### config.mk
export PLATFORM = sky130hd
export DESIGN_NAME = car_sprite_reader
export DESIGN_NICKNAME = d
export VERILOG_FILES = /design/src/rtl/car_sprite_reader.sv
export SDC_FILE = /design/constraint.sdc
export NUM_CORES = 1
export LEC_CHECK = 0
export ABC_AREA = 1
export CAP_MARGIN = 20
export CORE_ASPECT_RATIO = 0.8
export CORE_MARGIN = 8
export CORE_UTILIZATION = 30
export CTS_CLUSTER_SIZE = 12
export DETAILED_ROUTE_END_ITERATION = 10
export PLACE_DENSITY_LB_ADDON = 0.12
export SLEW_MARGIN = 20
export SYNTH_ARGS = -nofsm -noshare
export SYNTH_HDL_FRONTEND = slang
export SYNTH_SLANG_ARGS = --single-unit
### constraint.sdc
create_clock -name clk -period 3.4 [get_ports clk]
set_input_delay 0.51 -clock clk [delete_from_list [all_inputs] [get_ports clk]]
set_output_delay 0.51 -clock clk [all_outputs]
set_load 0.03 [all_outputs]
### src/rtl/car_sprite_reader.sv
// Read-side engine for the car sprite RAM: frame-synchronous register commit,
// animation frame selection and a 3-stage address/colour-key overlay pipeline.
module car_sprite_reader #(
  parameter int              CD         = 12,
  parameter int              SPR_W_BITS = 5,
  parameter int              SPR_H_BITS = 5,
  parameter int              FRAME_BITS = 1,
  parameter logic [CD-1:0]   KEY_COLOR  = 12'hF0F,
  parameter int              ADDR_WIDTH = FRAME_BITS + SPR_H_BITS + SPR_W_BITS
) (
  input  logic                  clk,
  input  logic                  reset_n,
  input  logic [10:0]           x,
  input  logic [10:0]           y,
  input  logic                  frame_start,
  input  logic                  wr_en,
  input  logic [1:0]            wr_addr,
  input  logic [31:0]           wr_data,
  output logic [ADDR_WIDTH-1:0] ram_addr_r,
  input  logic [CD-1:0]         ram_dout,
  input  logic [CD-1:0]         si_rgb,
  output logic [CD-1:0]         so_rgb
);

  logic [10:0]           xOrgSh_q, yOrgSh_q, xOrg_q, yOrg_q;
  logic                  enableSh_q, animateSh_q, enable_q, animate_q;
  logic [7:0]            periodSh_q, period_q;
  logic [FRAME_BITS-1:0] frameSelSh_q, frameSel_q;
  logic [7:0]            animCnt_q, animCnt_d;
  logic [FRAME_BITS-1:0] curFrame_q, curFrame_d;
  logic [7:0]            animLimit;
  logic [11:0]           xRel, yRel;
  logic                  hit1_d, hit1_q, hit2_q;
  logic [ADDR_WIDTH-1:0] ramAddr_q;
  logic [CD-1:0]         si1_q, si2_q, soRgb_q;
  logic                  unusedWrData;

  assign unusedWrData = ^wr_data[31:11];

  // Bus writes only ever land in the shadow set.
  always_ff @(posedge clk or negedge reset_n) begin
    if (!reset_n) begin
      xOrgSh_q     <= '0;
      yOrgSh_q     <= '0;
      enableSh_q   <= 1'b0;
      animateSh_q  <= 1'b0;
      periodSh_q   <= '0;
      frameSelSh_q <= '0;
    end else if (wr_en) begin
      case (wr_addr)
        2'd0: xOrgSh_q <= wr_data[10:0];
        2'd1: yOrgSh_q <= wr_data[10:0];
        2'd2: begin
          enableSh_q  <= wr_data[0];
          animateSh_q <= wr_data[1];
          periodSh_q  <= wr_data[9:2];
        end
        default: frameSelSh_q <= wr_data[FRAME_BITS-1:0];
      endcase
    end
  end

  // Non-blocking semantics give the active copy the pre-write shadow value.
  always_ff @(posedge clk or negedge reset_n) begin
    if (!reset_n) begin
      xOrg_q     <= '0;
      yOrg_q     <= '0;
      enable_q   <= 1'b0;
      animate_q  <= 1'b0;
      period_q   <= '0;
      frameSel_q <= '0;
    end else if (frame_start) begin
      xOrg_q     <= xOrgSh_q;
      yOrg_q     <= yOrgSh_q;
      enable_q   <= enableSh_q;
      animate_q  <= animateSh_q;
      period_q   <= periodSh_q;
      frameSel_q <= frameSelSh_q;
    end
  end

  // A period of 0 is treated as 1, so the limit never underflows.
  assign animLimit = (period_q == 8'd0) ? 8'd0 : period_q - 8'd1;

  always_comb begin
    animCnt_d  = animCnt_q;
    curFrame_d = curFrame_q;
    if (!animate_q) begin
      animCnt_d  = '0;
      curFrame_d = frameSel_q;
    end else if (frame_start) begin
      if (animCnt_q >= animLimit) begin
        animCnt_d  = '0;
        curFrame_d = curFrame_q + FRAME_BITS'(1);
      end else begin
        animCnt_d = animCnt_q + 8'd1;
      end
    end
  end

  always_ff @(posedge clk or negedge reset_n) begin
    if (!reset_n) begin
      animCnt_q  <= '0;
      curFrame_q <= '0;
    end else begin
      animCnt_q  <= animCnt_d;
      curFrame_q <= curFrame_d;
    end
  end

  // Pixels left of / above the origin wrap to large values and miss.
  assign xRel   = {1'b0, x} - {1'b0, xOrg_q};
  assign yRel   = {1'b0, y} - {1'b0, yOrg_q};
  assign hit1_d = enable_q && (xRel[11:SPR_W_BITS] == '0) && (yRel[11:SPR_H_BITS] == '0);

  always_ff @(posedge clk or negedge reset_n) begin
    if (!reset_n) begin
      ramAddr_q <= '0;
      hit1_q    <= 1'b0;
      hit2_q    <= 1'b0;
      si1_q     <= '0;
      si2_q     <= '0;
      soRgb_q   <= '0;
    end else begin
      ramAddr_q <= {curFrame_q, yRel[SPR_H_BITS-1:0], xRel[SPR_W_BITS-1:0]};
      hit1_q    <= hit1_d;
      si1_q     <= si_rgb;
      hit2_q    <= hit1_q;
      si2_q     <= si1_q;
      soRgb_q   <= (hit2_q && (ram_dout != KEY_COLOR)) ? ram_dout : si2_q;
    end
  end

  assign ram_addr_r = ramAddr_q;
  assign so_rgb     = soRgb_q;

endmodule

; After elaboration in Yosys (flattened, before gate mapping)
; Cells that the tools add are included.
; Widths: inputs -> output; s select.
[word_totals]
out_inout_bits = 23
wordCells = 53
register_bits = 124
inputBits = 84
[op_classes]
order_cmp = 1
eq_ne = 5
bitwise_logic = 1
n_reduce_logical = 13
mux = 8
n_addsub = 5
[ops]
columns = op, count
row1 = $mux 8, 4
row2 = $sub 11x11->12, 2
row3 = $logic_not 7->1, 2
row4 = $mux 12, 1
row5 = $ne 12x12->1 const B, 1
row6 = $reduce_and 2->1, 5
row7 = $add 8x1->8 const B, 1
row8 = $ge 8x8->1, 1
row9 = $logic_not 8->1, 1
row10 = $sub 8x1->8 const B, 1
row11 = $logic_and 1x1->1, 3
row12 = $mux 1, 3
row13 = $reduce_or 3->1, 1
row14 = $eq 2x1->1 const B, 1
row15 = $eq 2x2->1 const B, 1
row16 = $logic_not 2->1, 1
row17 = $ne 2x1->1 const B, 1
row18 = $ne 2x2->1 const B, 1
row19 = $add 1x1->1 const B, 1
row20 = $not 1->1, 1

; Depth between registers and ports, before layout
; Gate-level depths: netlist of run 1.
[depth]
depth_word = 6
mapped_depth = 16
ltp_nobuf = 16

; Least setup slack after synthesis of run 1
; Ideal clock, no wire load.
[synth_path]
path_type = register -> register
from = reg period_q[0]
to = reg animCnt_q[2]
stages_incl_launch_ff = 17
setup_time_ns = 0.071
t_required_ns = 3.329
slack_ns = 1.026
synth_period_minus_slack_ns = 2.374
n_path_buf = 0
arrival_time_ns = 2.303
path_cell_list = dfrtp_1 -> inv_1 -> ha_1 -> nand2_1 -> nor2_1 -> nand2_1 -> nor3_1 -> a21oi_1 -> o21ai_0 -> ha_1 -> a21oi_1 -> nor2_1 -> a211oi_1 -> nand4_1 -> nand2_1 -> inv_1 -> nor2_1
[synth_via]
elab_chain_cells = 6
elab_cells_between_ends = 7
cone_classes = add/sub: 1 / order compare: 1 / mux: 4 / reduce/logical: 1
[synth_rtl]
columns = item, line_no
row1 = from (decl), 27  ; logic [7:0] periodSh_q, period_q;
row2 = from (signal assigned), 77  ; period_q <= periodSh_q;
row3 = $sub 8x1->8 or $logic_not 8->1 (tied branches), 83  ; assign animLimit = (period_q == 8'd0) ? 8'd0 : period_q - 8'd1;
row4 = $mux 8 *, 83
row5 = $ge 8x8->1 *, 92  ; if (animCnt_q >= animLimit) begin
row6 = $mux 8 *, 92
row7 = $mux 8 *, 91  ; end else if (frame_start) begin
row8 = $mux 8 *, 88  ; if (!animate_q) begin
row9 = to (signal assigned), 106  ; animCnt_q <= animCnt_d;
row10 = to (decl), 29  ; logic [7:0] animCnt_q, animCnt_d;
; Every way passes the cells marked *; elsewhere a longest branch is shown, timed or not. The select of a mux whose other input is x is not followed.
; A chain may end at the register's enable or synchronous reset.

; Final worst setup path of run 1
[layout_path]
from = reg period_q[0]
to = reg animCnt_q[5]
; Same word-level chain as after synthesis.

==> reports/results.ini, run 1 <==
[pwr]
power_leakage_nw = 3.66
vdd_drop_max_v = 0.000301
p_per_area_mw_per_mm2 = 605
p_total_mw = 4.54

[clock_tree]
cts_sinks = 124
cts_buffers = 17
cts_tree = done
clk_latency_ps = 420
htree_levels = 4
cts_setup_buffers = 0
root_buffer = clkbuf_16
holdBufCountCts = 0
cts.path.max_buffers = 2
cts.repair.resized = 0
clk_pin_slew_worst_paths_ps = 60

[finish]
final_area_mm2 = 0.00750
diodes = 0
drive_above_1_share = 0.0581
area_delta_synth_final_pct = 29.3
layout.nets = 880
fillCellCount = 1923

[setup_path]
required_ps = 3740
cp.buffers_inverters = 3
crit_slowest_cell = dfrtp_1
critPathMaxStageDelay_ps = 370
worstPathArrival_ps = 3240
cp_max_fo = 6
r2r_start = period_q[0]$_DFFE_PN0P_
crit_end = animCnt_q[5]$_DFFE_PN0P_
crit_family = simple AND/OR/NAND/NOR gates
start_kind = flop
cp-startpoint = period_q[0]$_DFFE_PN0P_
ff2ff_setup_slack_ps = 500
worst-setup-path-type = flop to flop
worstSetupEndpointType = flop
r2r_cells = 17
r2r-end = animCnt_q[5]$_DFFE_PN0P_
path_cells = inv_1, ha_1, nand2_1, nor2_1, nand2_1, nor3_1, buf_4, a21oi_1, o21ai_0, ha_1, a21oi_1, nor2_1, a211oi_1, nand4_1, nand2_1, inv_1, nor2_1
cp.depth = 17

[synth]
syn_nets = 787
synth_top_area_share = 0.535
ys.warnings.count = 0
yosys.area.top_type = dfrtp_1
synthCells = 669
syn_area_mm2 = 0.00580
avgSynthCellArea_um2 = 8.67
synthTopCellsByArea = dfrtp_1 53%, nand2_1 12%, o21ai_0 7.0%
ys_seq_area_frac = 0.535
ys_ff_latch = 124
synth.distinct_cells = 29

[timing]
tns_ps = 0
finalWorstSetupSlack_ps = 497
timing.clock.skew_ps = 13.0
hold_ws_ps = 82.1
hold_violations = 0
maxSlewViolCount = 0
rsz0062_at_grt = no
final-setup-viol-count = 0
worst_pin_slew_ps = 737
slew_headroom = 0.507
min_period_ps = 2900
finalCritPeriodShare = 0.854
fmax_mhz = 345

[global_routing]
busiest_layer = met1
antenna_found_initial = 0
gr-usage-all-layers = 0.122
gr-total-overflow = 0
grt_pass1_vias = 4567
grtUsageMet2 = 0.164
grt_first_pass_wirelength_um = 23200
met1_usage = 0.180
grt_use_met3 = 0.0329
grt_max_degree = 80

[placement]
hpwl_um = 10300
io_buffer_count = 85
place_ws_ps = 468
dpl-instance-area_mm2 = 0.00696
gp_congestion = 0.819

[floorplanning]
die_w_um = 171
io_pins = 107
die_h_um = 140
rows = 45
start_util = 0.306
die_area_mm2 = 0.0241
core_area_mm2 = 0.0190

[drt]
first_iter_violations = 338
via_count = 4533
wire_per_inst_um = 13.5
drc = 0
vias_per_cell = 4.39
postRouteWirelength_um = 14000
drtPass1Iterations = 5
ant_nets = 0

[run_status]
status = finished clean

[flow_run]
max_cap_viol_count = 0

[min_path]
hp-class = input port to asynchronous set/reset pin

==> cell usage in the layout (no fill, tap or decap) <==
cell type        synthesis  layout
and3_1                   1       1
buf_12                   0       1
ha_1                    32      32
o21ai_0                 81      81
a21boi_0                 1       1
dfrtp_1                124     124
nand3_1                 24      24
clkdlybuf4s50_1          0      84
nor3_1                   5       5
o21a_1                   1       1
o21bai_1                 3       3
clkinvlp_4               0       5
o21ai_2                  1       1
clkinv_2                 0       4
xnor2_1                  4       4
nor4_1                   3       3
a21o_1                   1       1
clkinv_4                 0       1
inv_1                   97      97
a21oi_1                 20      20
fa_1                     2       2
xor2_1                   8       8
nand4_1                 10      10
nand2_4                  1       1
nor2_1                  42      42
bufinv_16                0       1
clkbuf_16                0      17
buf_4                    0       3
mux2_2                   4       4
or2_2                    3       3
a31oi_1                  1       1
o31ai_1                  1       1
inv_2                    1       1
inv_6                    0       3
a211oi_1                 1       1
nand2_1                183     183
==> registers in the layout (all words and copies together) (netlist names), 8 cells and up <==
register	cells
si1_q	12
si2_q	12
so_rgb	12
ram_addr_r	11
xOrgSh_q	11
xOrg_q	11
yOrgSh_q	11
yOrg_q	11
animCnt_q	8
periodSh_q	8
period_q	8
==> worst register-to-register path: stages, from the launching register on <==
cell      delay (ps)
dfrtp_1          370
inv_1            110
ha_1             210
nand2_1           70
nor2_1           130
nand2_1          120
nor3_1           140
buf_4            160
a21oi_1           40
o21ai_0           90
ha_1             280
a21oi_1          150
nor2_1            60
a211oi_1         260
nand4_1          190
nand2_1          230
inv_1            120
nor2_1           110
==> power breakdown <==
part / switching, mW / internal [mW]
clock network: 0.679 / 1.00
registers: 0.0946 / 1.68
logic: 0.648 / 0.435
==> cell usage after synthesis <==
cell type / n
nand4_1: 10
nand2_4: 1
clkbuf_1: 13
a21oi_1: 20
dfrtp_1: 124
buf_2: 1
nor4_1: 3
o31ai_1: 1
mux2_2: 4
o21ai_0: 81
ha_1: 32
nor2_1: 42
fa_1: 2
o21bai_1: 3
inv_2: 1
or2_2: 3
nor3_1: 5
a21boi_0: 1
a21o_1: 1
a211oi_1: 1
o21ai_2: 1
nand3_1: 24
and3_1: 1
nand2_1: 183
o21a_1: 1
xnor2_1: 4
a31oi_1: 1
xor2_1: 8
inv_1: 97
==> worst min path at each step <==
| stage | from | to | slack [ps] | depth (start not counted) |
|---|---|---|---|---|
| 2_1_floorplan | reset_n | animCnt_q[0]$_DFFE_PN0P_ | 210 | 0 |
| 3_3_place_gp | si1_q[7]$_DFF_PN0_ | si2_q[7]$_DFF_PN0_ | 330 | 0 |
| 3_5_place_dp | si1_q[6]$_DFF_PN0_ | si2_q[6]$_DFF_PN0_ | 340 | 0 |
| 4_1_cts | reset_n | ram_addr_r[9]$_DFF_PN0_ | 100 | 1 |
| 5_1_grt | reset_n | ram_addr_r[9]$_DFF_PN0_ | 120 | 1 |
| 6_report | reset_n | ram_addr_r[9]$_DFF_PN0_ | 80 | 1 |
==> cells by family after synthesis <==
| group | share of synthesized area |
|---|---|
| AOI/OAI and AO/OA | 0.100 |
| xor gates and xnor gates | 0.0181 |
| adders and majority gates | 0.0759 |
| buffers and inverters | 0.0727 |
| DFF | 0.535 |
| muxes | 0.00776 |
| and+or+nand+nor | 0.191 |
==> layer usage <==
metal  share of wire  wire [µm]
met4          0.0058         81
met5               0          0
met3           0.069        958
met2            0.40       5570
met1            0.53       7370
==> through the flow <==
step,std cells,util
floorplan,669,-
global placement,1001,0.367
detailed placement,1001,0.367
CTS,1032,0.395
global route,1032,0.395
finish,1032,0.395
==> area by class of cell <==
class	instances	area [µm²]	share of cell area
repair buffers	88	883	0.118
well taps	258	323	0.0430
clock buffers	17	425	0.0567
multi-input cells	433	2280	0.304
clock inverters	14	123	0.0163
inverters	98	368	0.0490
flip-flops and latches	124	3100	0.414
No activity file was read; power rests on OpenSTA's default activity.
==> run 2: changes to the inputs <==
CAP_MARGIN = 10   (was 20)
CELL_PAD_IN_SITES_DETAIL_PLACEMENT = 1   (was default)
CELL_PAD_IN_SITES_GLOBAL_PLACEMENT = 2   (was default)
==> reports/results.ini, run 2 (same netlist as run 1, synthesis figures left out) <==
[flow_run]
max_cap_viol_count = 0  ; unchanged

[setup_path]
start_kind = flop  ; unchanged
worst-setup-path-type = flop to flop  ; unchanged
worstSetupEndpointType = flop  ; unchanged
worstPathArrival_ps = 3310  ; was 3240 ps
cp_max_fo = 6  ; unchanged
cp-startpoint = period_q[0]$_DFFE_PN0P_  ; unchanged
r2r_start = period_q[0]$_DFFE_PN0P_  ; unchanged
required_ps = 3740  ; about the same
ff2ff_setup_slack_ps = 430  ; was 500 ps

[pwr]
power_leakage_nw = 3.69  ; was 3.66 nW
p_per_area_mw_per_mm2 = 619  ; was 605 mW/mm²
vdd_drop_max_v = 0.000326  ; was 0.000301 V

[global_routing]
grt_first_pass_wirelength_um = 25800  ; was 23200 µm
gr-total-overflow = 0  ; unchanged
grt_max_degree = 84  ; was 80
grt_pass1_vias = 5038  ; was 4567
gr-usage-all-layers = 0.136  ; was 0.122
antenna_found_initial = 0  ; unchanged

[finish]
final_common_cell = nand2_1  ; unchanged
finish.utilization = 0.397  ; was 0.395
area_delta_synth_final_pct = 29.9  ; was 29.3%
fillCellCount = 2200  ; was 1923
drive_above_1_share = 0.0631  ; was 0.0581
final-instance-count-excl-fill = 1034  ; was 1032
diodes = 0  ; unchanged
final_cell_mix = 182 x nand2_1, 124 x dfrtp_1, 97 x inv_1  ; was 183 x nand2_1, 124 x dfrtp_1, 97 x inv_1
layout.nets = 881  ; was 880

[timing]
worst_pin_slew_ps = 814  ; was 737 ps
final-setup-viol-count = 0  ; unchanged
min_period_ps = 2970  ; was 2900 ps
timing.clock.skew_ps = 8.15  ; was 13.0 ps
hold_ws_ps = 66.9  ; was 82.1 ps
tns_ps = 0  ; unchanged
finalCritPeriodShare = 0.873  ; was 0.854
rsz0062_at_grt = no  ; unchanged
maxSlewViolCount = 0  ; unchanged
hold_violations = 0  ; unchanged
finalWorstSetupSlack_ps = 433  ; was 497 ps
slew_headroom = 0.456  ; was 0.507
fmax_mhz = 337  ; was 345 MHz

[placement]
place_inst = 1002  ; was 1001
place_ws_ps = 326  ; was 468 ps
gp_congestion = 0.770  ; was 0.819
io_buffer_count = 85  ; unchanged
hpwl_um = 11800  ; was 10300 µm

[drt]
first_iter_violations = 177  ; was 338
wire_per_inst_um = 15.1  ; was 13.5 µm
ant_nets = 0  ; unchanged
route.met2.wl_um = 6670  ; was 5570 µm
drc = 0  ; unchanged
route.top_layer_used = met4  ; unchanged
m1WireLength_um = 8040  ; was 7370 µm
postRouteWirelength_um = 15600  ; was 14000 µm
drtPass1Iterations = 4  ; was 5
met3_length_um = 751  ; was 958 µm
vias_per_cell = 4.45  ; was 4.39
via_count = 4597  ; was 4533

[floorplanning]
io_pins = 107  ; unchanged
core_area_mm2 = 0.0190  ; unchanged
die_area_mm2 = 0.0241  ; unchanged
start_util = 0.306  ; unchanged
die_w_um = 171  ; unchanged
die_h_um = 140  ; unchanged
rows = 45  ; unchanged

[min_path]
hp-class = input port to asynchronous set/reset pin  ; unchanged

[clock_tree]
htree_levels = 4  ; unchanged
cts_tree = done  ; unchanged
clk_pin_slew_worst_paths_ps = 60  ; about the same
cts.path.max_buffers = 2  ; unchanged
cts_sinks = 124  ; unchanged
cts_setup_buffers = 0  ; unchanged
root_buffer = clkbuf_16  ; unchanged
cts_buffers = 17  ; unchanged
clk_latency_ps = 410  ; was 420 ps

[run_status]
status = finished clean  ; unchanged

run 2: cell count changes in the layout (fill, tap and decap cells not counted):
| cell | before | now |
|---|---|---|
| buf_4 | 3 | 4 |
| nand2_1 | 183 | 182 |
| clkinv_2 | 4 | 1 |
| nand2_2 | 0 | 1 |
| clkinvlp_4 | 5 | 1 |
| inv_8 | 0 | 2 |
| inv_6 | 3 | 6 |
| buf_2 | 0 | 1 |
| clkdlybuf4s50_1 | 84 | 83 |
| clkinv_4 | 1 | 4 |
run 2: worst paths after layout:
path                       depth (start not counted)                  endpoint
max                                               16  animCnt_q[2]$_DFFE_PN0P_
min                                                1   ram_addr_r[9]$_DFF_PN0_
max reg2reg                                       16  animCnt_q[2]$_DFFE_PN0P_
min reg2reg                                        0        si2_q[4]$_DFF_PN0_
max in group asynchronous                          2  animCnt_q[2]$_DFFE_PN0P_
min in group clk                                   0        si2_q[4]$_DFF_PN0_
run 2: per-stage QoR:
step | instance area [µm²] | power, mW
finish | 7540 | 4.67
global route | 7540 | 4.97
CTS | 7540 | 4.74
detailed placement | 6960 | 2.93
global placement | 6960 | 2.90
floorplan | 5800 | 2.48
run 2: final cells by class:
cell class / count / area (µm²) / share of cell area
sequential: 124 / 3100 / 0.412
multi-input combinational: 433 / 2280 / 0.303
timing repair buffer: 89 / 886 / 0.118
clock buffer: 17 / 425 / 0.0564
inverter: 98 / 368 / 0.0488
tap: 258 / 323 / 0.0428
clock inverter: 15 / 153 / 0.0202
run 2: timing repair:
action	in CTS	in global routing
hold buffers	0	0
gates resized for setup	0	1
endpoints found under the setup margin	0	3
run 2: layer usage:
metal	global-route usage	vias up
li1	-	2316
met1	0.191	2190
met2	0.199	81
met3	0.0337	10
met4	0.0425	0
met5	0	-
run 2: worst max-delay path, stage by stage (launching register included):
cell	delay [ps]
dfrtp_1	380
inv_1	120
ha_1	230
nand2_1	70
nor2_1	150
nand2_1	130
nor3_1	230
a21oi_1	60
o21ai_0	100
ha_1	280
a21oi_1	180
nor2_1	60
a211oi_1	300
nand4_1	230
nand2_2	180
inv_1	100
nor2_1	90
run 2: where the power goes:
group / switching (mW) / leakage (nW) / total (mW) / internal [mW]
Clock: 0.743 / 0.283 / 1.77 / 1.03
Sequential: 0.101 / 1.53 / 1.78 / 1.68
Combinational: 0.677 / 1.88 / 1.11 / 0.438
Total: 1.52 / 3.69 / 4.67 / 3.15
==> run 3: changes to the inputs <==
CELL_PAD_IN_SITES_DETAIL_PLACEMENT = default   (was 1)
CELL_PAD_IN_SITES_GLOBAL_PLACEMENT = default   (was 2)
==> results of run 3 <==
Final layout, timing and power as in run 1 (identical DEF).
==> RTL edit 1 (settings of run 2) <==
Add an input register stage for `ram_dout`, cleared by the reset; this delays it by one clock. The other inputs are not delayed to match.
--- a/src/rtl/car_sprite_reader.sv
+++ b/src/rtl/car_sprite_reader.sv
@@ -21,6 +21,16 @@
   input  logic [CD-1:0]         si_rgb,
   output logic [CD-1:0]         so_rgb
 );
+
+  logic [CD-1:0] ram_dout_q;
+
+  always_ff @(posedge clk or negedge reset_n) begin
+    if (!reset_n) begin
+      ram_dout_q <= '0;
+    end else begin
+      ram_dout_q <= ram_dout;
+    end
+  end
 
   logic [10:0]           xOrgSh_q, yOrgSh_q, xOrg_q, yOrg_q;
   logic                  enableSh_q, animateSh_q, enable_q, animate_q;
@@ -127,7 +137,7 @@
       si1_q     <= si_rgb;
       hit2_q    <= hit1_q;
       si2_q     <= si1_q;
-      soRgb_q   <= (hit2_q && (ram_dout != KEY_COLOR)) ? ram_dout : si2_q;
+      soRgb_q   <= (hit2_q && (ram_dout_q != KEY_COLOR)) ? ram_dout_q : si2_q;
     end
   end
 
Formal check against the unedited RTL: not equivalent (Yosys sat finds a counterexample within 10 cycles, from zero or initial values and one cycle with reset_n low).
==> RTL edit 1 against run 2 <==
Synthesized area increased by 6.1%. Setup slack improved by 0.078 ns. Total power grew 6.8%. First-iteration DRC count up 19%. Sequential cell count is 12 higher. Cell count is 1.8% higher. Global-route usage down 0.45 points. Wire length is 0.53% higher. Cell area up 5.2%.
==> RTL edit 1: results (changes against run 2) <==
Detailed routing
  – DR vias: 4642 (was 4597)
  – Final wirelength: 15.67 mm (was 15.59 mm)

Synthesis
  – Syn Nets: 798 (was 787)
  – Most frequent cells after synthesis: nand2_1 (177), dfrtp_1 (136), inv_1 (101) (was nand2_1 (183), dfrtp_1 (124), inv_1 (97))
  – Unique masters post-synth: 34 (was 29)
  – Top cells by area, synth: dfrtp_1 (55%), nand2_1 (11%), ha_1 (6.5%), inv_1 (6.2%), o21ai_0 (6.0%) (was dfrtp_1 (53%), nand2_1 (12%), o21ai_0 (7.0%), ha_1 (6.9%), inv_1 (6.3%))
  – Xor/xnor share of the synthesized area: 0.02133 (was 0.01811)
  – Multiplexer area fraction after synthesis: 0.007314 (was 0.007762)
  – Avg Synthesized Cell Area: 9.056 um2 (was 8.674 um2)
  – Post-synthesis compound-gate area fraction: 0.08432 (was 0.1000)

Cells and area
  – Area grow syn2layout: 28.75% (was 29.91%)
  – # fillers: 2340 (was 2200)
  – Final Non-Filler Cells: 1053 (was 1034)
  – Layout cells sized above 1: 0.07526 (was 0.06314)
  – Multi-input combinational area share: 0.2918 (was 0.3026)
  – Inverters: 101 (was 98)
  – Sequential cell area: 3403 um2 (was 3103 um2)
  – Multi-input gates: 428 (was 433)
  – FFs & Latches: 136 (was 124)
  – Net count reported at finish: 889 (was 881)
  – Non-Clock Buffer Area Fraction: 0.1103 (was 0.1175)
  – Final clock-cell share: 0.07843 (was 0.07668)

Global route
  – Largest net degree at the start of global routing: 76 (was 84)
  – First-pass GRT wire length: 26.14 mm (was 25.83 mm)
  – GR Util All Layers: 0.1310 (was 0.1355)
  – Initial antenna violation count: 0 (unchanged)
  – Number of global-route vias before repair: 5010 (was 5038)

Placement
  – GPL Wtd Cong: 0.7867 (was 0.7702)
  – Dpl ws: 0.4621 ns (was 0.3258 ns)
  – DP HPWL: 11.80 mm (was 11.79 mm)
  – Inst Count DP: 1021 (was 1002)
  – Dpl cell area: 7307 um2 (was 6958 um2)

Power
  – Peak VDD IR: 0.0002009 V (was 0.0003260 V)
  – Static leakage: 3.851 nW (was 3.692 nW)

Worst setup path
  – Crit path arrival time: 3.24 ns (was 3.31 ns)
  – Flop-to-flop setup slack: 0.51 ns (was 0.43 ns)

Run status
  – Status: complete, no violations (unchanged)

STA
  – Slew at the pin with the worst max-slew slack: 0.7926 ns (was 0.8138 ns)
  – WHS: 0.04812 ns (was 0.06692 ns)

Clocking
  – Worst-Skew Late Latency: 0.43 ns (was 0.41 ns)
RTL edit 1: changes by cell type after synthesis, moves of 6 or more:
| cell | before | now |
|---|---|---|
| nor2_1 | 42 | 34 |
| nand3_1 | 24 | 32 |
| a21oi_1 | 20 | 11 |
| o21ai_0 | 81 | 74 |
| nand2_1 | 183 | 177 |
| dfrtp_1 | 124 | 136 |
| nand2_2 | 0 | 6 |
RTL edit 1: layer usage:
| metal | routed length (um) | global-route usage | vias up | part of all wire |
|---|---|---|---|---|
| li1 | - | - | 2337 | - |
| met1 | 8042 | 0.1850 | 2216 | 0.51 |
| met2 | 6724 | 0.1893 | 78 | 0.43 |
| met3 | 778 | 0.04071 | 11 | 0.050 |
| met4 | 125 | 0.03606 | 0 | 0.0080 |
| met5 | 0 | 0 | - | 0 |
RTL edit 1: worst paths after layout:
kind,to,from
min in group clk,si2_q[1],si1_q[1]
max,animCnt_q[4],period_q[0]
min reg2reg,si2_q[1],si1_q[1]
max in group asynchronous,animCnt_q[3],reset_n
max reg2reg,animCnt_q[4],period_q[0]
min,ram_addr_r[9],reset_n
RTL edit 1: power breakdown:
group	switching, mW	internal (mW)
clock network	0.808	1.13
registers	0.103	1.83
logic	0.673	0.448
total	1.58	3.40
RTL edit 1: worst max-delay path: stages, from the launching register on:
cell	delay (ns)
dfrtp_1	0.38
inv_1	0.09
ha_1	0.19
nand2_1	0.10
nor3_1	0.25
inv_1	0.11
nor3_2	0.21
inv_1	0.13
nand3_1	0.09
ha_1	0.24
a21oi_1	0.15
nor2_1	0.05
a211oi_1	0.27
nand4_1	0.19
nand2_1	0.14
inv_1	0.11
nor2_1	0.11
==> RTL edit 2 (flow settings as in run 2) <==
Made on the original files. Set the parameter `CD` to 24 (it was 12).
--- a/src/rtl/car_sprite_reader.sv
+++ b/src/rtl/car_sprite_reader.sv
@@ -1,7 +1,7 @@
 // Read-side engine for the car sprite RAM: frame-synchronous register commit,
 // animation frame selection and a 3-stage address/colour-key overlay pipeline.
 module car_sprite_reader #(
-  parameter int              CD         = 12,
+  parameter int              CD         = 24,
   parameter int              SPR_W_BITS = 5,
   parameter int              SPR_H_BITS = 5,
   parameter int              FRAME_BITS = 1,
Ports: changed (resized ram_dout, si_rgb and so_rgb); port bits go from 107 to 143. The function was not compared with the original's and may differ.
==> RTL edit 2 against run 2 <==
Count of clock-buffer cells in the layout is the same. Cell area grew 20%. Via count grew 18%. Synthesized area grew 20%. Total power grew 13%. Wire length grew 21%. Combinational power grew 7%. Sequential cell count grew 36. Core utilization shrank 0.45 points. Setup slack gained 0.16 ns. Critical endpoint unchanged. Largest cell class unchanged.
==> RTL edit 2: results (changes against run 2) <==
Run status
  – Status: complete, no violations (unchanged)

Detailed routing
  – Wire per inst: 15.62 um (was 15.08 um)
  – Metal2 WL: 8.000 mm (was 6.666 mm)
  – M1 WL: 9.647 mm (was 8.044 mm)
  – DR pass1 iterations: 4 (unchanged)
  – Vias/cell: 4.486 (was 4.446)
  – Initial drt markers: 255 (was 177)
  – WL met3: 1.002 mm (was 751 um)

Global route
  – Met2 Use GR: 0.2039 (was 0.1995)
  – GR Util All Layers: 0.1402 (was 0.1355)
  – GR Layer Usage met3: 0.02955 (was 0.03370)
  – Met1 Usage GRT: 0.2032 (was 0.1913)
  – Number of global-route vias before repair: 5832 (was 5038)
  – Largest net degree at the start of global routing: 68 (was 84)
  – First-pass GRT wire length: 31.28 mm (was 25.83 mm)
  – Initial antenna violation count: 1 (was 0)

Clocking
  – Clk buf depth: 2 (unchanged)
  – H-Tree Depth: 4 (unchanged)
  – Clock buffer count from CTS: 17 (unchanged)
  – Root Driver: clkbuf_16 (unchanged)
  – Worst-Skew Late Latency: 0.43 ns (was 0.41 ns)

Power
  – Peak VDD IR: 0.0002807 V (was 0.0003260 V)
  – Combinational power: 1.19 mW (was 1.11 mW)
  – Switch Pwr: 1.661 mW (was 1.521 mW)
  – Static leakage: 4.345 nW (was 3.692 nW)
  – Clk pwr share: 0.354 (was 0.380)

Cells and area
  – # fillers: 2639 (was 2200)
  – Final Non-Filler Cells: 1212 (was 1034)
  – Net count reported at finish: 1029 (was 881)
  – Layout cells sized above 1: 0.04783 (was 0.06314)

Worst setup path
  – CP peak stage delay: 0.37 ns
  – Crit path arrival time: 3.16 ns (was 3.31 ns)

Synthesis
  – Most frequent cells after synthesis: nand2_1 (209), dfrtp_1 (160), inv_1 (101) (was nand2_1 (183), dfrtp_1 (124), inv_1 (97))
  – Cells after Synth: 763 (was 669)
  – Yosys warns: 0 (unchanged)
  – Top cells by area, synth: dfrtp_1 (58%), nand2_1 (11%), o21ai_0 (6.0%), ha_1 (5.8%), inv_1 (5.4%) (was dfrtp_1 (53%), nand2_1 (12%), o21ai_0 (7.0%), ha_1 (6.9%), inv_1 (6.3%))
  – Seq/Total Area, Yosys: 0.5755 (was 0.5347)
  – Syn Nets: 905 (was 787)

Placement
  – IO buf count: 121 (was 85)
  – DP HPWL: 14.54 mm (was 11.79 mm)
  – GPL Wtd Cong: 0.7792 (was 0.7702)

STA
  – Worst Skew: 0.008956 ns (was 0.008149 ns)
  – Slew at the pin with the worst max-slew slack: 0.8209 ns (was 0.8138 ns)
## RTL edit 2: cell types whose count changed after synthesis, moves of 3 or more
cell | run 2 | this run
buf_6 | 0 | 3
dfrtp_1 | 124 | 160
nand3_1 | 24 | 45
nand2_1 | 183 | 209
nor2_1 | 42 | 46
inv_1 | 97 | 101
mux2_2 | 4 | 0
nand4_1 | 10 | 13
## RTL edit 2: worst paths after layout
path / end / slack (ns) / cells after the start
setup / recovery: animCnt_q[2] / 0.59 / 14
hold / removal: ram_addr_r[9] / 0.05 / 1
setup reg to reg: animCnt_q[2] / 0.59 / 14
hold reg to reg: si2_q[1] / 0.35 / 0
max in group asynchronous: animCnt_q[4] / 2.41 / 2
min in group clk: si2_q[1] / 0.35 / 0
## RTL edit 2: cell type report
class,count,area share
diodes,1,0.0002760
inverters,101,0.04181
clock inverters,14,0.01614
clock buffers,17,0.04692
multi-input cells,483,0.2732
repair buffers,124,0.1370
flip-flops and latches,160,0.4416
well taps,312,0.04305
## RTL edit 2: stage by stage
step | util | setup slack, ns | cell area [um2] | total power [mW]
after CTS | 0.3927 | 0.5239 | 9065 | 5.390
after detailed placement | 0.3679 | 0.5794 | 8493 | 3.471
after global routing | 0.3928 | 0.1496 | 9067 | 5.626
after global placement | 0.3679 | 0.6118 | 8493 | 3.435
final | 0.3928 | 0.5909 | 9067 | 5.291
after floorplan | - | 1.165 | 6957 | 2.965
## RTL edit 2: cell families after synthesis
family | Yosys count | synth area share
AOI/OAI and AO/OA | 112 | 0.08364
xor gates and xnor gates | 12 | 0.01511
adders and majority gates | 34 | 0.06331
and+or+nand+nor | 325 | 0.1941
DFF | 160 | 0.5755
buffers and inverters | 120 | 0.06834
